## src/rtl/boot_segment_loader.sv

```systemverilog
// boot_segment_loader: copies byte segments from a synchronous boot ROM into
// the core download port, then issues a one-cycle execute request.
// Optional feature macro: BOOT_LOADER_CHECKSUM_EN (per-segment 16-bit checksum).
module boot_segment_loader #(
    parameter int ADDR_W      = 16,
    parameter int SRC_AW      = 9,
    parameter int DATA_W      = 8,
    parameter int SEG_COUNT   = 2,
    parameter int ROM_LATENCY = 1,
    parameter int AUTO_START  = 1
) (
    input  logic                          clk_sys,
    input  logic                          reset_n,
    input  logic                          start,
    input  logic [SEG_COUNT*SRC_AW-1:0]   seg_src,
    input  logic [SEG_COUNT*ADDR_W-1:0]   seg_dst,
    input  logic [SEG_COUNT*(SRC_AW+1)-1:0] seg_len,
`ifdef BOOT_LOADER_CHECKSUM_EN
    input  logic [SEG_COUNT*16-1:0]       seg_sum,
`endif
    input  logic [ADDR_W-1:0]             entry_addr,
    output logic [SRC_AW-1:0]             rom_addr,
    input  logic [DATA_W-1:0]             rom_data,
    output logic                          dn_go,
    output logic                          dn_wr,
    output logic [ADDR_W-1:0]             dn_addr,
    output logic [DATA_W-1:0]             dn_data,
    input  logic                          dn_wait,
    output logic                          execute_enable,
    output logic [ADDR_W-1:0]             execute_addr,
    output logic                          busy,
    output logic                          done,
    output logic                          error
);

    localparam int LEN_W      = SRC_AW + 1;
    localparam int SEG_W      = 4;
    localparam int LAT_CYCLES = (ROM_LATENCY == 0) ? 1 : ROM_LATENCY;
    localparam logic [SEG_W-1:0] SEG_END = SEG_W'(SEG_COUNT);
    localparam logic [1:0]       LAT_END = 2'(LAT_CYCLES - 1);

    typedef enum logic [2:0] {IDLE, SEG, RD, LAT, WR, EXEC} state_t;

    state_t state, state_next;

    logic                          start_q;
    logic                          auto_pend;
    logic                          start_req;
    logic [SEG_COUNT*SRC_AW-1:0]   src_q;
    logic [SEG_COUNT*ADDR_W-1:0]   dst_q;
    logic [SEG_COUNT*LEN_W-1:0]    len_q;
    logic [ADDR_W-1:0]             entry_q;
    logic [SEG_W-1:0]              seg;
    logic [SEG_W-1:0]              seg_sel;
    logic [LEN_W-1:0]              cnt;
    logic [1:0]                    lat_cnt;
    logic [SRC_AW-1:0]             cur_src;
    logic [ADDR_W-1:0]             cur_dst;
    logic [LEN_W-1:0]              cur_len;
    logic                          seg_end;
    logic                          last_byte;
    logic                          wr_done;
    logic                          sum_ok;
`ifdef BOOT_LOADER_CHECKSUM_EN
    logic [SEG_COUNT*16-1:0]       sum_q;
    logic [15:0]                   sum;
    logic [15:0]                   sum_next;
    logic                          error_q;
`endif

    assign dn_wr          = (state == WR);
    assign execute_enable = (state == EXEC);
    assign busy           = (state != IDLE);

    // Select the active segment descriptor and derive per-byte status flags.
    always_comb begin
        seg_sel   = (seg < SEG_END) ? seg : '0;
        cur_src   = src_q[seg_sel*SRC_AW +: SRC_AW];
        cur_dst   = dst_q[seg_sel*ADDR_W +: ADDR_W];
        cur_len   = len_q[seg_sel*LEN_W +: LEN_W];
        seg_end   = (seg == SEG_END);
        last_byte = (cnt == cur_len - 1'b1);
        wr_done   = (state == WR) && !dn_wait;
        start_req = (start && !start_q) || auto_pend;
`ifdef BOOT_LOADER_CHECKSUM_EN
        sum_next  = sum + 16'(dn_data);
        sum_ok    = (sum_next == sum_q[seg_sel*16 +: 16]);
`else
        sum_ok    = 1'b1;
`endif
    end

    // Next-state logic of the transfer sequencer.
    always_comb begin
        state_next = state;
        case (state)
            IDLE: if (start_req) state_next = SEG;
            SEG: begin
                if (seg_end)
                    state_next = EXEC;
                else if (cur_len != '0)
                    state_next = RD;
            end
            RD:  state_next = LAT;
            LAT: if (lat_cnt == LAT_END) state_next = WR;
            WR: begin
                if (wr_done) begin
                    if (!last_byte)
                        state_next = RD;
                    else if (sum_ok)
                        state_next = SEG;
                    else
                        state_next = IDLE;
                end
            end
            EXEC:    state_next = IDLE;
            default: state_next = IDLE;
        endcase
    end

    // State register; reset aborts any transfer in flight.
    always_ff @(posedge clk_sys or negedge reset_n) begin
        if (!reset_n)
            state <= IDLE;
        else
            state <= state_next;
    end

    // Datapath: descriptor latches, counters, ROM address and download outputs.
    always_ff @(posedge clk_sys or negedge reset_n) begin
        if (!reset_n) begin
            start_q      <= 1'b0;
            auto_pend    <= (AUTO_START != 0);
            src_q        <= '0;
            dst_q        <= '0;
            len_q        <= '0;
            entry_q      <= '0;
            seg          <= '0;
            cnt          <= '0;
            lat_cnt      <= '0;
            rom_addr     <= '0;
            dn_go        <= 1'b0;
            dn_addr      <= '0;
            dn_data      <= '0;
            execute_addr <= '0;
            done         <= 1'b0;
        end else begin
            start_q   <= start;
            auto_pend <= 1'b0;
            case (state)
                IDLE: begin
                    if (start_req) begin
                        src_q        <= seg_src;
                        dst_q        <= seg_dst;
                        len_q        <= seg_len;
                        entry_q      <= entry_addr;
                        seg          <= '0;
                        done         <= 1'b0;
                        dn_go        <= 1'b1;
                        execute_addr <= '0;
                    end
                end
                SEG: begin
                    if (seg_end) begin
                        dn_go        <= 1'b0;
                        execute_addr <= entry_q;
                    end else if (cur_len == '0) begin
                        seg <= seg + 1'b1;
                    end else begin
                        cnt      <= '0;
                        lat_cnt  <= '0;
                        rom_addr <= cur_src;
                    end
                end
                LAT: begin
                    lat_cnt <= lat_cnt + 1'b1;
                    if (lat_cnt == LAT_END) begin
                        dn_data <= rom_data;
                        dn_addr <= cur_dst + ADDR_W'(cnt);
                    end
                end
                WR: begin
                    if (wr_done) begin
                        cnt     <= cnt + 1'b1;
                        lat_cnt <= '0;
                        if (last_byte) begin
                            seg <= seg + 1'b1;
                            if (!sum_ok) dn_go <= 1'b0;
                        end else begin
                            rom_addr <= cur_src + SRC_AW'(cnt + 1'b1);
                        end
                    end
                end
                EXEC: done <= 1'b1;
                default: ;
            endcase
        end
    end

`ifdef BOOT_LOADER_CHECKSUM_EN
    // Running per-segment checksum and sticky error flag.
    always_ff @(posedge clk_sys or negedge reset_n) begin
        if (!reset_n) begin
            sum_q   <= '0;
            sum     <= '0;
            error_q <= 1'b0;
        end else begin
            if (state == IDLE && start_req) begin
                sum_q   <= seg_sum;
                error_q <= 1'b0;
            end
            if (state == SEG)
                sum <= '0;
            if (wr_done) begin
                sum <= sum_next;
                if (last_byte && !sum_ok) error_q <= 1'b1;
            end
        end
    end

    assign error = error_q;
`else
    assign error = 1'b0;
`endif

endmodule

```

## config.mk

```make
export PLATFORM = sky130hd
export DESIGN_NAME = boot_segment_loader
export DESIGN_NICKNAME = d
export VERILOG_FILES = /design/src/rtl/boot_segment_loader.sv
export SDC_FILE = /design/constraint.sdc
export NUM_CORES = 1
export LEC_CHECK = 0
export BUFFER_PORTS_ARGS = -buffer_cell sky130_fd_sc_hd__buf_2
export CAP_MARGIN = 30
export CORE_UTILIZATION = 39
export DETAILED_ROUTE_END_ITERATION = 10
export SLEW_MARGIN = 20
export SYNTH_ARGS = -nofsm -noshare
export SYNTH_HDL_FRONTEND = slang
export SYNTH_SLANG_ARGS = --single-unit
```

## constraint.sdc

```tcl
create_clock -name clk_sys -period 13.7 [get_ports clk_sys]
set_input_delay 2.055 -clock clk_sys [delete_from_list [all_inputs] [get_ports clk_sys]]
set_output_delay 2.055 -clock clk_sys [all_outputs]
set_load 0.05 [all_outputs]
```

* Yosys cells after proc, flatten, opt, wreduce, memory -nomap -nowiden
Index checks and enable logic that the tools add are counted.
** Word-level totals
- Output and inout bits :: 55
- Logic and storage cells :: 104
- Register bits :: 158
** Cells by class
- Shift-type cells :: 3
- $lt $le $gt $ge :: 1
- Equal/unequal tests :: 17
- Add/subtract/negate cells :: 6
- Mux-type cells :: 35
- Reduce and logical (&&, ||, !) cells :: 24
- $mul :: 2
** Operators by type and width (count)
- $mux 9 :: 4
- $mux 16 :: 2
- $pmux 16 s2 :: 1
- $shiftx 32x9->16 :: 1
- $mux 10 :: 3
- $mux 4 :: 6
- $pmux 10 s2 :: 1
- $shiftx 20x9->10 :: 1
- $pmux 9 s2 :: 1
- $shiftx 18x9->9 :: 1
- $add 16x10->16 :: 1
- $mux 3 :: 5
- $pmux 3 s5 :: 1
- $ne 2x2->1 const B :: 7
- $pmux 4 s3 :: 1
- $reduce_and 4->1 :: 3
- $add 10x1->10 const B :: 1
- $eq 10x10->1 :: 1
- $logic_not 10->1 :: 1
- $reduce_bool 10->1 :: 1
- $sub 10x1->10 const B :: 1
- $add 9x9->9 :: 1
- $reduce_bool 3->1 :: 3
- $mul 4x4->8 const B :: 1
- other kinds (24) :: 39

* Depth between registers and ports, before layout
- Depth after elaboration :: 9
- Depth in mapped cells :: 18

* Worst setup path before layout
Ideal clock, no wire load.
- Kind :: reg2reg
- Start point :: register seg[1]
- End point :: register rom_addr[0]
- Library setup time :: 0.128 ns
- Period minus slack after synthesis :: 4.492 ns
- Stages on the path, launching flop included :: 15
- Data arrival time :: 4.365 ns
- Path slack :: 9.208 ns
- Required time :: 13.572 ns
- Cells stage by stage :: dfrtp_1 > nor4b_4 > buf_4 > clkbuf_1 > clkbuf_1 > buf_1 > mux2i_1 > ha_1 > xor2_1 > o21ai_0 > a2111oi_0 > o21ai_0 > nor4_4 > a21oi_4 > mux2_1
** On the way
- Word-level cells in the longest chain between the ends :: 8
- Elaborated cells on any way between the ends :: 20
- Those cells by class :: 2 x add/sub; 2 x mul; 1 x order compare; 5 x eq/ne; 2 x shift; 6 x mux; 2 x reduce/logical
** RTL lines
- start: declaration :: line 53 : logic [SEG_W-1:0] seg;
- start signal: assignment :: line 168 : seg <= seg + 1'b1;
- start signal: assignment :: line 187 : seg <= seg + 1'b1;
- $lt 4x2->1 :: line 77 : seg_sel = (seg < SEG_END) ? seg : '0;
- $mux 4 :: line 77
- $mul 4x3->7 or $mul 4x4->8 (tied branches) :: line 80, 78
- $shiftx 20x9->10 or $shiftx 18x9->9 (tied branches) :: line 80, 78
- $sub 10x1->10 or $add 9x9->9 (tied branches) :: line 82, 190
- $eq 10x10->1 or $mux 9 (tied branches) :: line 82, 186
- $ne 2x2->1 (no source line) or $mux 9 (tied branches)
- $reduce_and 5->1 (no source line) or $pmux 9 s2 (tied branches)
- end signal: assignment :: line 172 : rom_addr <= cur_src;
- end signal: assignment :: line 190 : rom_addr <= cur_src + SRC_AW'(cnt + 1'b1);
- end: declaration :: line 22 : output logic [SRC_AW-1:0] rom_addr,
Several ways; a longest one is shown, not always the timed one. The select of a mux whose other input is x is not followed.
A chain may end at the register's enable or synchronous reset.

* Worst setup path in the final report
- Start point :: register state[1]
- End point :: output port dn_wr
** On the way
- Word-level cells in the longest chain between the ends :: 1
** RTL lines
- start: declaration :: line 44 : state_t state, state_next;
- start signal: assignment :: line 126 : state <= state_next;
- $eq 3x3->1 :: line 71 : assign dn_wr = (state == WR);
- end: declaration :: line 25 : output logic dn_wr,
No other way between the ends.

==> results.ini <==
[status]
outcome = complete, no violations

[power]
worst_ir_drop_on_vdd_mv = 0.08459
leakagePower_nw = 4.673
cellPowerDensity_mw_per_mm2 = 250.0
finalPower_mw = 2.434

[clock_tree]
clock_pin_slew_on_the_worst_setup_and_hold_paths_ps = 70
tritoncts_clock_tree = yes
cts_htree_levels = 4
number_of_hold_buffers_added_after_cts = 0
clkSinkCount = 158
clock-root-buffer = sky130_fd_sc_hd__clkbuf_16
cts_max_path_buffers = 2
cts-resized-gates = 0
clkLatencyLatePin_ps = 420
cts.repair_timing.setup_buffer_count = 0
cts_inserted_buffers = 17

[place]
dp_worst_setup_slack_ps = 9516
postPlaceCellArea_mm2 = 0.009084
routabilityCongestion = 0.8088
placed_cells = 1152
numPortBuffers = 151
dp_hpwl_mm = 12.65

[sta]
maxSlewViolCount = 0
holdWs_ps = 464.1
timing_hold_violations_final = 0
min_period_over_period_pct = 32.77
worst_slack_ps = 9210
tns_ps = 0
tightestPinTransition_ps = 826.4
finalSetupViolCount = 0
finClkSkew_ps = 9.795
maxSlewHeadroom_pct = 44.91
setup_repair_after_global_routing_missed_its_margin = false
timing.fmax_mhz = 222.7
min_period_ps = 4490

[worst_hold_path]
worst_hold_endpoint = execute_addr[13]$_DFFE_PN0P_
worst_hold_path.num_cells = 2
holdCritPathClass = reg2reg
hp-start = execute_addr[13]$_DFFE_PN0P_

[worst_setup_path]
cp_data_arrival_time_ps = 2430
timing.setup.critical_path_class = reg2out
crit_chain = nor2_1, nand2_1, clkinv_1, buf_2
cp_slowest_stage_delay_ps = 650
crit-reg2reg-launch = seg[1]$_DFFE_PN0P_
reg2regPathDepth = 11
worstSetupEndpointType = output pin
crit_path_top_delay_cell = sky130_fd_sc_hd__dfrtp_1
timing.reg2reg.setup_slack_ps = 9560
cp-start-kind = register
crit_path_max_fanout = 17
r2r-end = rom_addr[1]$_DFFE_PN0P_
worstPathRequired_ps = 11640

[synthesis]
syn-cell-area_mm2 = 0.008084
synthFlopType = sky130_fd_sc_hd__dfrtp_1
yosysWarningCount = 0
synth-seq-cells = 158
postSynthAreaPerCell_um2 = 10.62
yosys.area.top_type = sky130_fd_sc_hd__dfrtp_1
cell_types_with_the_largest_area_share_after_synthesis = sky130_fd_sc_hd__dfrtp_1, sky130_fd_sc_hd__mux2_2, sky130_fd_sc_hd__nand2_1, sky130_fd_sc_hd__ha_1, sky130_fd_sc_hd__o21ai_0
postSynth.asyncResetShare_pct = 100.0
syn_inst = 761
synth_enable_flop_cells = 0
post-synth-top-area-fraction_pct = 48.60
netlist-cell-type-count = 57
seq_area_frac_synth_pct = 48.92

[grt]
grt_util_all_layers_pct = 17.53
grt_max_degree = 97
global_route.usage.met1_pct = 24.70
grt.met3_usage_pct = 3.323
gr-usage-met2_pct = 27.34
grt_overflow_total = 0
grt_pass1_wl_mm = 29.54
antenna_found_initial = 0
grt_most_used_layer = met2
grt_pass1_vias = 5706

[drt]
total_wire_length_mm = 17.71
ant_nets = 0
routedWlPerCell_um = 14.96
vias = 5912
dr_iter_0_viols = 228
vias_per_inst = 4.993
detailedRoute.firstPassIterationCount = 4
route.detailed.drc = 0

[floorplan]
die-width_um = 146.0
initial_core_utilization_pct = 39.82
die_height_um = 146.0
placementRows = 52
floorplan.die_area_mm2 = 0.02131
standard_cell_core_area_mm2 = 0.02030
io-pin-count = 153

[final_layout]
syn_to_final_growth_pct = 20.40
multiInputGateArea_mm2 = 0.003916
n_antenna_cell = 0
number_of_inserted_filler_cells_in_the_final_layout = 1988
register_area_mm2 = 0.003955
finish.cell_count_without_fillers = 1184
final_nets = 1026
final_core_util_pct = 47.95
final_area_mm2 = 0.009733
final_layout_size_suffix_gt1_share_pct = 32.49
most_frequent_cells_in_the_layout = sky130_fd_sc_hd__dfrtp_1, sky130_fd_sc_hd__buf_2, sky130_fd_sc_hd__nand2_1
mostFrequentLayoutCell = sky130_fd_sc_hd__dfrtp_1

[run]
maxCapViolCount = 0

worst max path at each step:
stage	startpoint	end	slack (ps)
final	state[1]$_DFFE_PN0P_	dn_wr	9210
after global routing	state[1]$_DFFE_PN0P_	dn_wr	9030
after CTS	state[1]$_DFFE_PN0P_	dn_wr	9220
after detailed placement	start	dst_q[29]$_DFFE_PN0P_	9520
after global placement	start	dst_q[15]$_DFFE_PN0P_	9530
after floorplan	seg[1]$_DFFE_PN0P_	rom_addr[0]$_DFFE_PN0P_	9210
cell usage after synthesis (3+ instances only):
| library cell | n |
|---|---|
| sky130_fd_sc_hd__a22o_1 | 5 |
| sky130_fd_sc_hd__o21ai_0 | 49 |
| sky130_fd_sc_hd__xnor2_1 | 22 |
| sky130_fd_sc_hd__ha_1 | 24 |
| sky130_fd_sc_hd__a21o_1 | 8 |
| sky130_fd_sc_hd__nor4_1 | 3 |
| sky130_fd_sc_hd__o31ai_1 | 6 |
| sky130_fd_sc_hd__nor2b_1 | 8 |
| sky130_fd_sc_hd__nor2_1 | 34 |
| sky130_fd_sc_hd__or3_1 | 5 |
| sky130_fd_sc_hd__nor3_1 | 11 |
| sky130_fd_sc_hd__buf_1 | 3 |
| sky130_fd_sc_hd__xor2_1 | 17 |
| sky130_fd_sc_hd__mux2i_1 | 18 |
| sky130_fd_sc_hd__dfrtp_1 | 157 |
| sky130_fd_sc_hd__mux2_2 | 100 |
| sky130_fd_sc_hd__mux2_1 | 5 |
| sky130_fd_sc_hd__or4_1 | 4 |
| sky130_fd_sc_hd__or2_2 | 4 |
| sky130_fd_sc_hd__a21oi_1 | 12 |
| sky130_fd_sc_hd__a221oi_1 | 3 |
| sky130_fd_sc_hd__and3_1 | 8 |
| sky130_fd_sc_hd__a31oi_1 | 4 |
| sky130_fd_sc_hd__nand2_1 | 125 |
| sky130_fd_sc_hd__nor3b_1 | 3 |
| sky130_fd_sc_hd__nand3_1 | 28 |
| sky130_fd_sc_hd__and2_1 | 3 |
| sky130_fd_sc_hd__a211oi_1 | 5 |
| sky130_fd_sc_hd__inv_1 | 19 |
| sky130_fd_sc_hd__nand2b_1 | 4 |
| sky130_fd_sc_hd__clkbuf_1 | 30 |
cell type report:
cell class | instances | area share (%)
Clock buffer | 21 | 4.834
Clock inverter | 10 | 1.555
Inverter | 20 | 0.7713
Multi-Input combinational cell | 548 | 40.24
Sequential cell | 158 | 40.64
Tap cell | 270 | 3.471
Timing Repair Buffer | 157 | 8.497
flip-flops by register name (all words and copies together) (netlist names), 2 cells and up:
name	cells
dst_q	32
len_q	20
src_q	18
dn_addr	16
entry_q	16
execute_addr	16
cnt	10
rom_addr	9
dn_data	8
seg	4
state	3
lat_cnt	2
critical path, delay by kind of cell, from the launching register on:
family / cells / cell delay [ps]
buffers and inverters: 2 / 890
AND/OR/NAND/NOR: 2 / 470
flip-flops: 1 / 650
per-layer routing:
| metal | share of wire (%) | vias up |
|---|---|---|
| li1 | - | 2934 |
| met1 | 49 | 2838 |
| met2 | 46 | 124 |
| met3 | 3.7 | 16 |
| met4 | 1.2 | 0 |
| met5 | 0 | - |
power by group:
group	internal, mW	switching, mW
Clock	0.304	0.196
Combinational	0.449	0.659
Sequential	0.675	0.150
cells by family after synthesis:
group / share of synthesized area, %
AO/OA/AOI/OAI: 8.915
AND/OR/NAND/NOR: 14.12
adder cells (fa/ha/maj): 4.210
other: 0.04639
XOR/XNOR: 4.225
buffers and inverters: 2.708
multiplexers: 16.85
flip-flops: 48.92
No activity file was read; power rests on OpenSTA's default activity.
